[src/rtl/qbus_pkg.sv]
// Shared types and constants for the QBUS DMA bus-mastership arbiter.
package qbus_pkg;

   typedef enum logic [2:0] {
      StIdle,
      StReq,
      StAck,
      StGrant,
      StRel
   } arb_state_e;

   // QBUS control lines are active low
   localparam logic QbusAsserted = 1'b0;
   localparam logic QbusNegated  = 1'b1;

   localparam int unsigned WdWidth = 10;

endpackage

[src/rtl/qbus_dma_arb_if.sv]
// DMA request/grant and QBUS handshake bundle between the arbiter and its bus peers.
interface qbus_dma_arb_if #(
   parameter int unsigned NREQ = 4
) ();

   logic [NREQ-1:0] dma_req;
   logic [NREQ-1:0] dma_gnt;
   logic            dma_tmo;
   logic            pin_dmr_n;
   logic            pin_sack_n;
   logic            pin_dmgo_n;
   logic            pin_sync_n;
   logic            pin_din_n;
   logic            pin_dout_n;
   logic            pin_rply_n;

   modport master (
      input  dma_req,
      input  pin_dmgo_n,
      input  pin_sync_n,
      input  pin_din_n,
      input  pin_dout_n,
      input  pin_rply_n,
      output dma_gnt,
      output dma_tmo,
      output pin_dmr_n,
      output pin_sack_n
   );

   modport slave (
      output dma_req,
      output pin_dmgo_n,
      output pin_sync_n,
      output pin_din_n,
      output pin_dout_n,
      output pin_rply_n,
      input  dma_gnt,
      input  dma_tmo,
      input  pin_dmr_n,
      input  pin_sack_n
   );

endinterface

[src/rtl/qbus_prio_enc.sv]
// Combinational winner picker: fixed priority (index 0 highest) or round-robin from ptr.
module qbus_prio_enc #(
   parameter int unsigned NREQ   = 4,
   parameter bit          ARB_RR = 1'b0,
   parameter int unsigned PtrW   = (NREQ > 1) ? $clog2(NREQ) : 1
) (
   input  logic [NREQ-1:0] req,
   input  logic [PtrW-1:0] ptr,
   output logic [NREQ-1:0] win
);

   always_comb begin
      int unsigned idx;
      logic        found;
      win   = '0;
      found = 1'b0;
      idx   = 0;
      for (int unsigned k = 0; k < NREQ; k++) begin
         // round-robin walks upward from ptr and wraps; fixed priority walks from 0
         idx = ARB_RR ? ((32'(ptr) + k) % NREQ) : k;
         if (!found && req[idx]) begin
            win[idx] = 1'b1;
            found    = 1'b1;
         end
      end
   end

endmodule

[src/rtl/qbus_dma_arb.sv]
// QBUS bus-mastership arbiter: DMR/DMGO/SACK handshake toward the CPU, one-hot DMA grant,
// and a no-reply watchdog on the owner's DIN/DOUT strobes.
module qbus_dma_arb
   import qbus_pkg::*;
#(
   parameter int unsigned NREQ   = 4,
   parameter int unsigned TOUT   = 64,
   parameter bit          ARB_RR = 1'b0
) (
   input logic            clk,
   input logic            rst_n,
   qbus_dma_arb_if.master bus
);

   localparam int unsigned        PtrW    = (NREQ > 1) ? $clog2(NREQ) : 1;
   localparam logic [WdWidth-1:0] WdLimit = WdWidth'(TOUT - 1);

   arb_state_e         state_q;
   logic [NREQ-1:0]    win;
   logic [NREQ-1:0]    win_q;
   logic [NREQ-1:0]    gnt_q;
   logic [PtrW-1:0]    ptr_q;
   logic [PtrW-1:0]    ptr_next;
   logic [WdWidth-1:0] wd_q;
   logic [WdWidth-1:0] wd_d;
   logic               dmr_n_q;
   logic               sack_n_q;
   logic               tmo_q;
   logic               any_req;
   logic               owner_req;
   logic               cpu_idle;
   logic               strobe;

   qbus_prio_enc #(
      .NREQ  (NREQ),
      .ARB_RR(ARB_RR),
      .PtrW  (PtrW)
   ) u_prio_enc (
      .req(bus.dma_req),
      .ptr(ptr_q),
      .win(win)
   );

   always_comb begin
      any_req   = |bus.dma_req;
      owner_req = |(bus.dma_req & win_q);
      cpu_idle  = (bus.pin_sync_n == QbusNegated) && (bus.pin_rply_n == QbusNegated);
      strobe    = (bus.pin_din_n == QbusAsserted) || (bus.pin_dout_n == QbusAsserted);
   end

   // Round-robin restarts one slot past the latched winner
   always_comb begin
      ptr_next = '0;
      for (int unsigned i = 0; i < NREQ; i++) begin
         if (win_q[i]) ptr_next = (i == NREQ - 1) ? '0 : PtrW'(i + 1);
      end
   end

   always_comb begin
      wd_d = '0;
      if ((state_q == StGrant) && strobe && (bus.pin_rply_n == QbusNegated)) begin
         wd_d = (wd_q == WdLimit) ? wd_q : wd_q + WdWidth'(1);
      end
   end

   always_ff @(posedge clk or negedge rst_n) begin
      if (!rst_n) begin
         state_q  <= StIdle;
         dmr_n_q  <= QbusNegated;
         sack_n_q <= QbusNegated;
         gnt_q    <= '0;
         win_q    <= '0;
         ptr_q    <= '0;
         wd_q     <= '0;
         tmo_q    <= 1'b0;
      end else begin
         wd_q  <= wd_d;
         // single pulse on the transition into saturation
         tmo_q <= (wd_d == WdLimit) && (wd_q != WdLimit);
         case (state_q)
            StIdle: begin
               if (any_req) begin
                  state_q <= StReq;
                  dmr_n_q <= QbusAsserted;
               end
            end
            StReq: begin
               if (!any_req) begin
                  state_q <= StIdle;
                  dmr_n_q <= QbusNegated;
               end else if (bus.pin_dmgo_n == QbusAsserted) begin
                  state_q  <= StAck;
                  dmr_n_q  <= QbusNegated;
                  sack_n_q <= QbusAsserted;
                  win_q    <= win;
               end
            end
            StAck: begin
               if (!owner_req) begin
                  state_q <= StRel;
               end else if (cpu_idle) begin
                  state_q <= StGrant;
                  gnt_q   <= win_q;
                  ptr_q   <= ptr_next;
               end
            end
            StGrant: begin
               if (!owner_req) begin
                  state_q <= StRel;
                  gnt_q   <= '0;
               end
            end
            StRel: begin
               if (bus.pin_sync_n == QbusNegated) begin
                  state_q  <= StIdle;
                  sack_n_q <= QbusNegated;
               end
            end
            default: state_q <= StIdle;
         endcase
      end
   end

   assign bus.dma_gnt    = gnt_q;
   assign bus.dma_tmo    = tmo_q;
   assign bus.pin_dmr_n  = dmr_n_q;
   assign bus.pin_sack_n = sack_n_q;

endmodule

[src/flat_wrapper.sv]
// flat-port wrapper written by rule: the top's interface ports become plain ports
module qbus_dma_arb_flat import qbus_pkg::*;
#(
   parameter int unsigned NREQ   = 4,
   parameter int unsigned TOUT   = 64,
   parameter bit          ARB_RR = 1'b0
)
  (clk, rst_n, bus_dma_req, bus_pin_dmgo_n, bus_pin_sync_n, bus_pin_din_n, bus_pin_dout_n, bus_pin_rply_n, bus_dma_gnt, bus_dma_tmo, bus_pin_dmr_n, bus_pin_sack_n);
  qbus_dma_arb_if #(.NREQ(NREQ)) bus_i ();
  input logic clk;
  input logic rst_n;
  input wire logic [$bits(bus_i.dma_req)-1:0] bus_dma_req;
  input wire logic [$bits(bus_i.pin_dmgo_n)-1:0] bus_pin_dmgo_n;
  input wire logic [$bits(bus_i.pin_sync_n)-1:0] bus_pin_sync_n;
  input wire logic [$bits(bus_i.pin_din_n)-1:0] bus_pin_din_n;
  input wire logic [$bits(bus_i.pin_dout_n)-1:0] bus_pin_dout_n;
  input wire logic [$bits(bus_i.pin_rply_n)-1:0] bus_pin_rply_n;
  output wire logic [$bits(bus_i.dma_gnt)-1:0] bus_dma_gnt;
  output wire logic [$bits(bus_i.dma_tmo)-1:0] bus_dma_tmo;
  output wire logic [$bits(bus_i.pin_dmr_n)-1:0] bus_pin_dmr_n;
  output wire logic [$bits(bus_i.pin_sack_n)-1:0] bus_pin_sack_n;
  assign bus_i.dma_req = bus_dma_req;
  assign bus_i.pin_dmgo_n = bus_pin_dmgo_n;
  assign bus_i.pin_sync_n = bus_pin_sync_n;
  assign bus_i.pin_din_n = bus_pin_din_n;
  assign bus_i.pin_dout_n = bus_pin_dout_n;
  assign bus_i.pin_rply_n = bus_pin_rply_n;
  assign bus_dma_gnt = bus_i.dma_gnt;
  assign bus_dma_tmo = bus_i.dma_tmo;
  assign bus_pin_dmr_n = bus_i.pin_dmr_n;
  assign bus_pin_sack_n = bus_i.pin_sack_n;
  qbus_dma_arb #(.NREQ(NREQ), .TOUT(TOUT), .ARB_RR(ARB_RR)) u_core (.clk(clk), .rst_n(rst_n), .bus(bus_i));
endmodule
[config.mk]
export PLATFORM = sky130hd
export DESIGN_NAME = qbus_dma_arb_flat
export DESIGN_NICKNAME = d
export VERILOG_FILES = /design/src/rtl/qbus_pkg.sv /design/src/rtl/qbus_dma_arb_if.sv /design/src/rtl/qbus_prio_enc.sv /design/src/rtl/qbus_dma_arb.sv /design/src/flat_wrapper.sv
export SDC_FILE = /design/constraint.sdc
export NUM_CORES = 1
export LEC_CHECK = 0
export CORE_UTILIZATION = 30
export CTS_BUF_LIST = sky130_fd_sc_hd__clkbuf_8
export DETAILED_ROUTE_END_ITERATION = 16
export PLACE_DENSITY_LB_ADDON = 0.2
export SETUP_SLACK_MARGIN = 0.4
export SYNTH_ARGS = -nofsm -noshare
export SYNTH_HDL_FRONTEND = slang
export SYNTH_SLANG_ARGS = --single-unit
[constraint.sdc]
create_clock -name clk -period 1.8 [get_ports clk]
set_input_delay 0.36 -clock clk [delete_from_list [all_inputs] [get_ports clk]]
set_output_delay 0.36 -clock clk [all_outputs]
set_load 0.02 [all_outputs]
==> run summary <==
outcome - complete, no violations
later-pin clock latency in the skew report - 270 ps
vias - 1158
standard-cell rows - 23
cell taking the most area after synthesis - dfrtp_1
largest net degree at the start of global routing - 25
final setup TNS - 0 ps
Avg WL per Cell - 13.65 um
final setup fails - 0
synthesis-to-finish area growth - 44.71%
Syn Inst Count - 134
routed vias/inst - 5.057
Yosys Warn Count - 0
Final min period - 1669 ps
clock sink count - 24
Die Area - 4605 sq um
Netlist cell types - 43
H-tree depth - 1
root buffer cell - clkbuf_8
width of the chip - 67.86 um
post-route cell area - 1883 sq um
area taken by multi-input logic gates - 748.2 sq um
first-pass GRT wire length - 5.085 mm
pwr dens - 1162 nW/um^2
largest family of logic cells by synthesized area - simple AND/OR/NAND/NOR gates
mux contribution to synthesized area - 0.01538
post-DP HPWL - 2.113 mm
ys async rst share - 1.000
worst min path class - input pin to asynchronous set/reset pin
GRT overflow - 0
CTS Buf Count - 3
met1 Use GR - 0.1734
ANT nets after route - 0
Die H - 67.86 um
antenna cell count - 0
Static Leak - 0.8109 nW
EDFF count, synth - 0
Worst setup SP type - register
final hold violation count - 0
Synth Area in Simple Gates - 0.2721
io pins - 18
Synth Flop Type - dfrtp_1
share of cells above drive strength 1 - 0.3575
max cap viols - 0
Crit Path Class - register to register
met2 GRT Util - 0.2834
Synth Area in XOR/XNOR - 0.04615
DRT iter0 DRCs - 79
synthesized-area fraction occupied by adder cells - 0.009615
GP Congestion - 0.7920
compound-gate portion of the synthesized area - 0.1663
largest cells by area after synthesis - dfrtp_1 42%, nor2_1 5.8%, nand2_1 4.9%
Worst Path Max Fanout - 4
initial antenna violation count - 0
WL final - 3.126 mm
All-Layer GR Usage - 0.1524
register area - 609.3 sq um
max-slew violations - 0
Most Used Layer, Global Route - met2
post-synthesis cell area - 1301 sq um
clock buffer depth - 2
initial core utilization - 0.3184
synthesized flop and latch total - 24
Critical Path RT - 1980 ps
PortBufs - 17
WP data arrival - 1850 ps
Core ar. - 4086 sq um
filler instances - 398
slew of the pin with the lowest slew margin - 339.2 ps
TritonRoute pass-1 iters - 4
synthesized area per cell - 9.711 sq um
CTS tree - built
DR DRC count - 0
grt met3 use - 0.04000
Post-Route Skew - 5.428 ps
critical path endpoint category - register
Max-slew headroom - 0.7718
Synthesized Nets - 146
sequential fraction of the synthesis area - 0.4635
DP Area - 1627 sq um
vias in the first global route - 1122
NumNets Final - 192
crit share post-route - 0.9274
unrepaired setup endpoints after global routing - yes
Clock transition at path regs - 90 ps
Synth top area share - 0.4231
Max Clock Freq - 599.0 MHz
worst vdd ir - 0.7802 mV
==> worst paths after layout <==
| check | endpoint | slack [ps] | from | cells after the start |
|---|---|---|---|---|
| setup / recovery | u_core.bus.dma_tmo$_DFF_PN0_ | 130 | u_core.wd_q[7]$_DFF_PN0_ | 5 |
| hold / removal | u_core.wd_q[3]$_DFF_PN0_ | 440 | rst_n | 2 |
| setup reg to reg | u_core.bus.dma_tmo$_DFF_PN0_ | 130 | u_core.wd_q[7]$_DFF_PN0_ | 5 |
| hold reg to reg | u_core.bus.pin_sack_n$_DFFE_PN1P_ | 500 | u_core.bus.pin_sack_n$_DFFE_PN1P_ | 2 |
| max in group asynchronous | u_core.bus.pin_dmr_n$_DFFE_PN1P_ | 1060 | rst_n | 2 |
| min in group clk | u_core.bus.pin_sack_n$_DFFE_PN1P_ | 500 | u_core.bus.pin_sack_n$_DFFE_PN1P_ | 2 |
==> critical path, cell delays in order, from the launching register on <==
cell and delay, ps:
dfrtp_2 430, nor4_4 390, nand3_2 190, and4_1 220, xnor2_2 140, nor4_2 210
==> repair_timing <==
action                                  in CTS  in global routing
endpoints found under the setup margin      26                 22
endpoints found under the hold margin        0                  0
pin swaps                                   11                  8
buffers inserted                            10                  6
hold buffers                                 0                  0
gates resized for setup                     24                 19
==> cell usage after synthesis, types with 2 or more instances <==
cell type,n
dfrtp_1,22
nor2_1,20
nand2_1,17
a21oi_1,7
a22oi_1,5
nand3_1,5
o2bb2ai_1,4
and3_1,3
and4_1,3
nand4_1,3
nor3_1,3
xnor2_1,3
a211oi_2,2
and2_1,2
dfstp_2,2
inv_1,2
mux2i_1,2
nand2b_1,2
o21ai_1,2
xor2_1,2
==> per-stage QoR <==
stage	utilization	setup slack, ps	hold WS, ps	power [mW]	cells
final	0.4608	130.7	437.3	2.188	229
after detailed placement	0.3980	-142.4	475.6	1.628	209
after floorplan	-	232.6	64.41	1.282	134
after global placement	0.3980	-39.28	463.0	1.610	209
after CTS	0.4382	151.8	448.0	2.115	223
after global routing	0.4608	68.20	472.8	2.337	229
==> state kept, by name, summed over array words and instances, names as in the netlist <==
| signal | cells |
|---|---|
| u_core.wd_q | 10 |
| u_core.bus.dma_gnt | 4 |
| u_core.win_q | 4 |
| u_core.state_q | 3 |
| u_core.bus.dma_tmo | 1 |
| u_core.bus.pin_dmr_n | 1 |
| u_core.bus.pin_sack_n | 1 |
==> report_power, final <==
group          leakage [nW]  internal [mW]  switching, mW
logic                 0.472          0.437          0.455
registers             0.304          0.689          0.124
clock network        0.0357          0.298          0.185
total                 0.811           1.42          0.765
==> per-layer routing <==
| metal | routed length [um] | vias up |
|---|---|---|
| li1 | - | 579 |
| met1 | 1330 | 542 |
| met2 | 1643 | 35 |
| met3 | 133 | 2 |
| met4 | 18 | 0 |
| met5 | 0 | - |
==> cells by family after synthesis <==
kind of cell | Yosys count
xor gates and xnor gates | 6
buffers and inverters | 6
AOI/OAI and AO/OA | 28
muxes | 2
and+or+nand+nor | 67
adders and majority gates | 1
DFF | 24
==> layout make-up <==
class | instances | area share
clock buffer | 3 | 0.02193
clock inverter | 1 | 0.01595
inverter | 2 | 0.003987
multi-input combinational | 104 | 0.3973
sequential | 24 | 0.3236
tap | 50 | 0.03322
timing repair buffer | 45 | 0.2040
==> cell usage in the layout, fill, tap and decap left out, types with 2 or more instances in the layout <==
cell and count:
xor2_1 2, a211oi_2 2, clkbuf_8 3, mux2i_1 2, and4_1 3, clkdlybuf4s50_1 5, nand2b_1 2, dlygate4sd2_1 6
and3_4 2, o2bb2ai_1 3, nor2_1 19, nand4_1 3, xnor2_1 3, dfrtp_1 17, nor3_2 2, nand2_1 16
buf_6 5, a22oi_1 4, dfrtp_2 5, buf_4 23, a21oi_1 7, dfstp_2 2, nand3_1 5, clkdlybuf4s15_1 3
(Power assumes the default switching activity.)
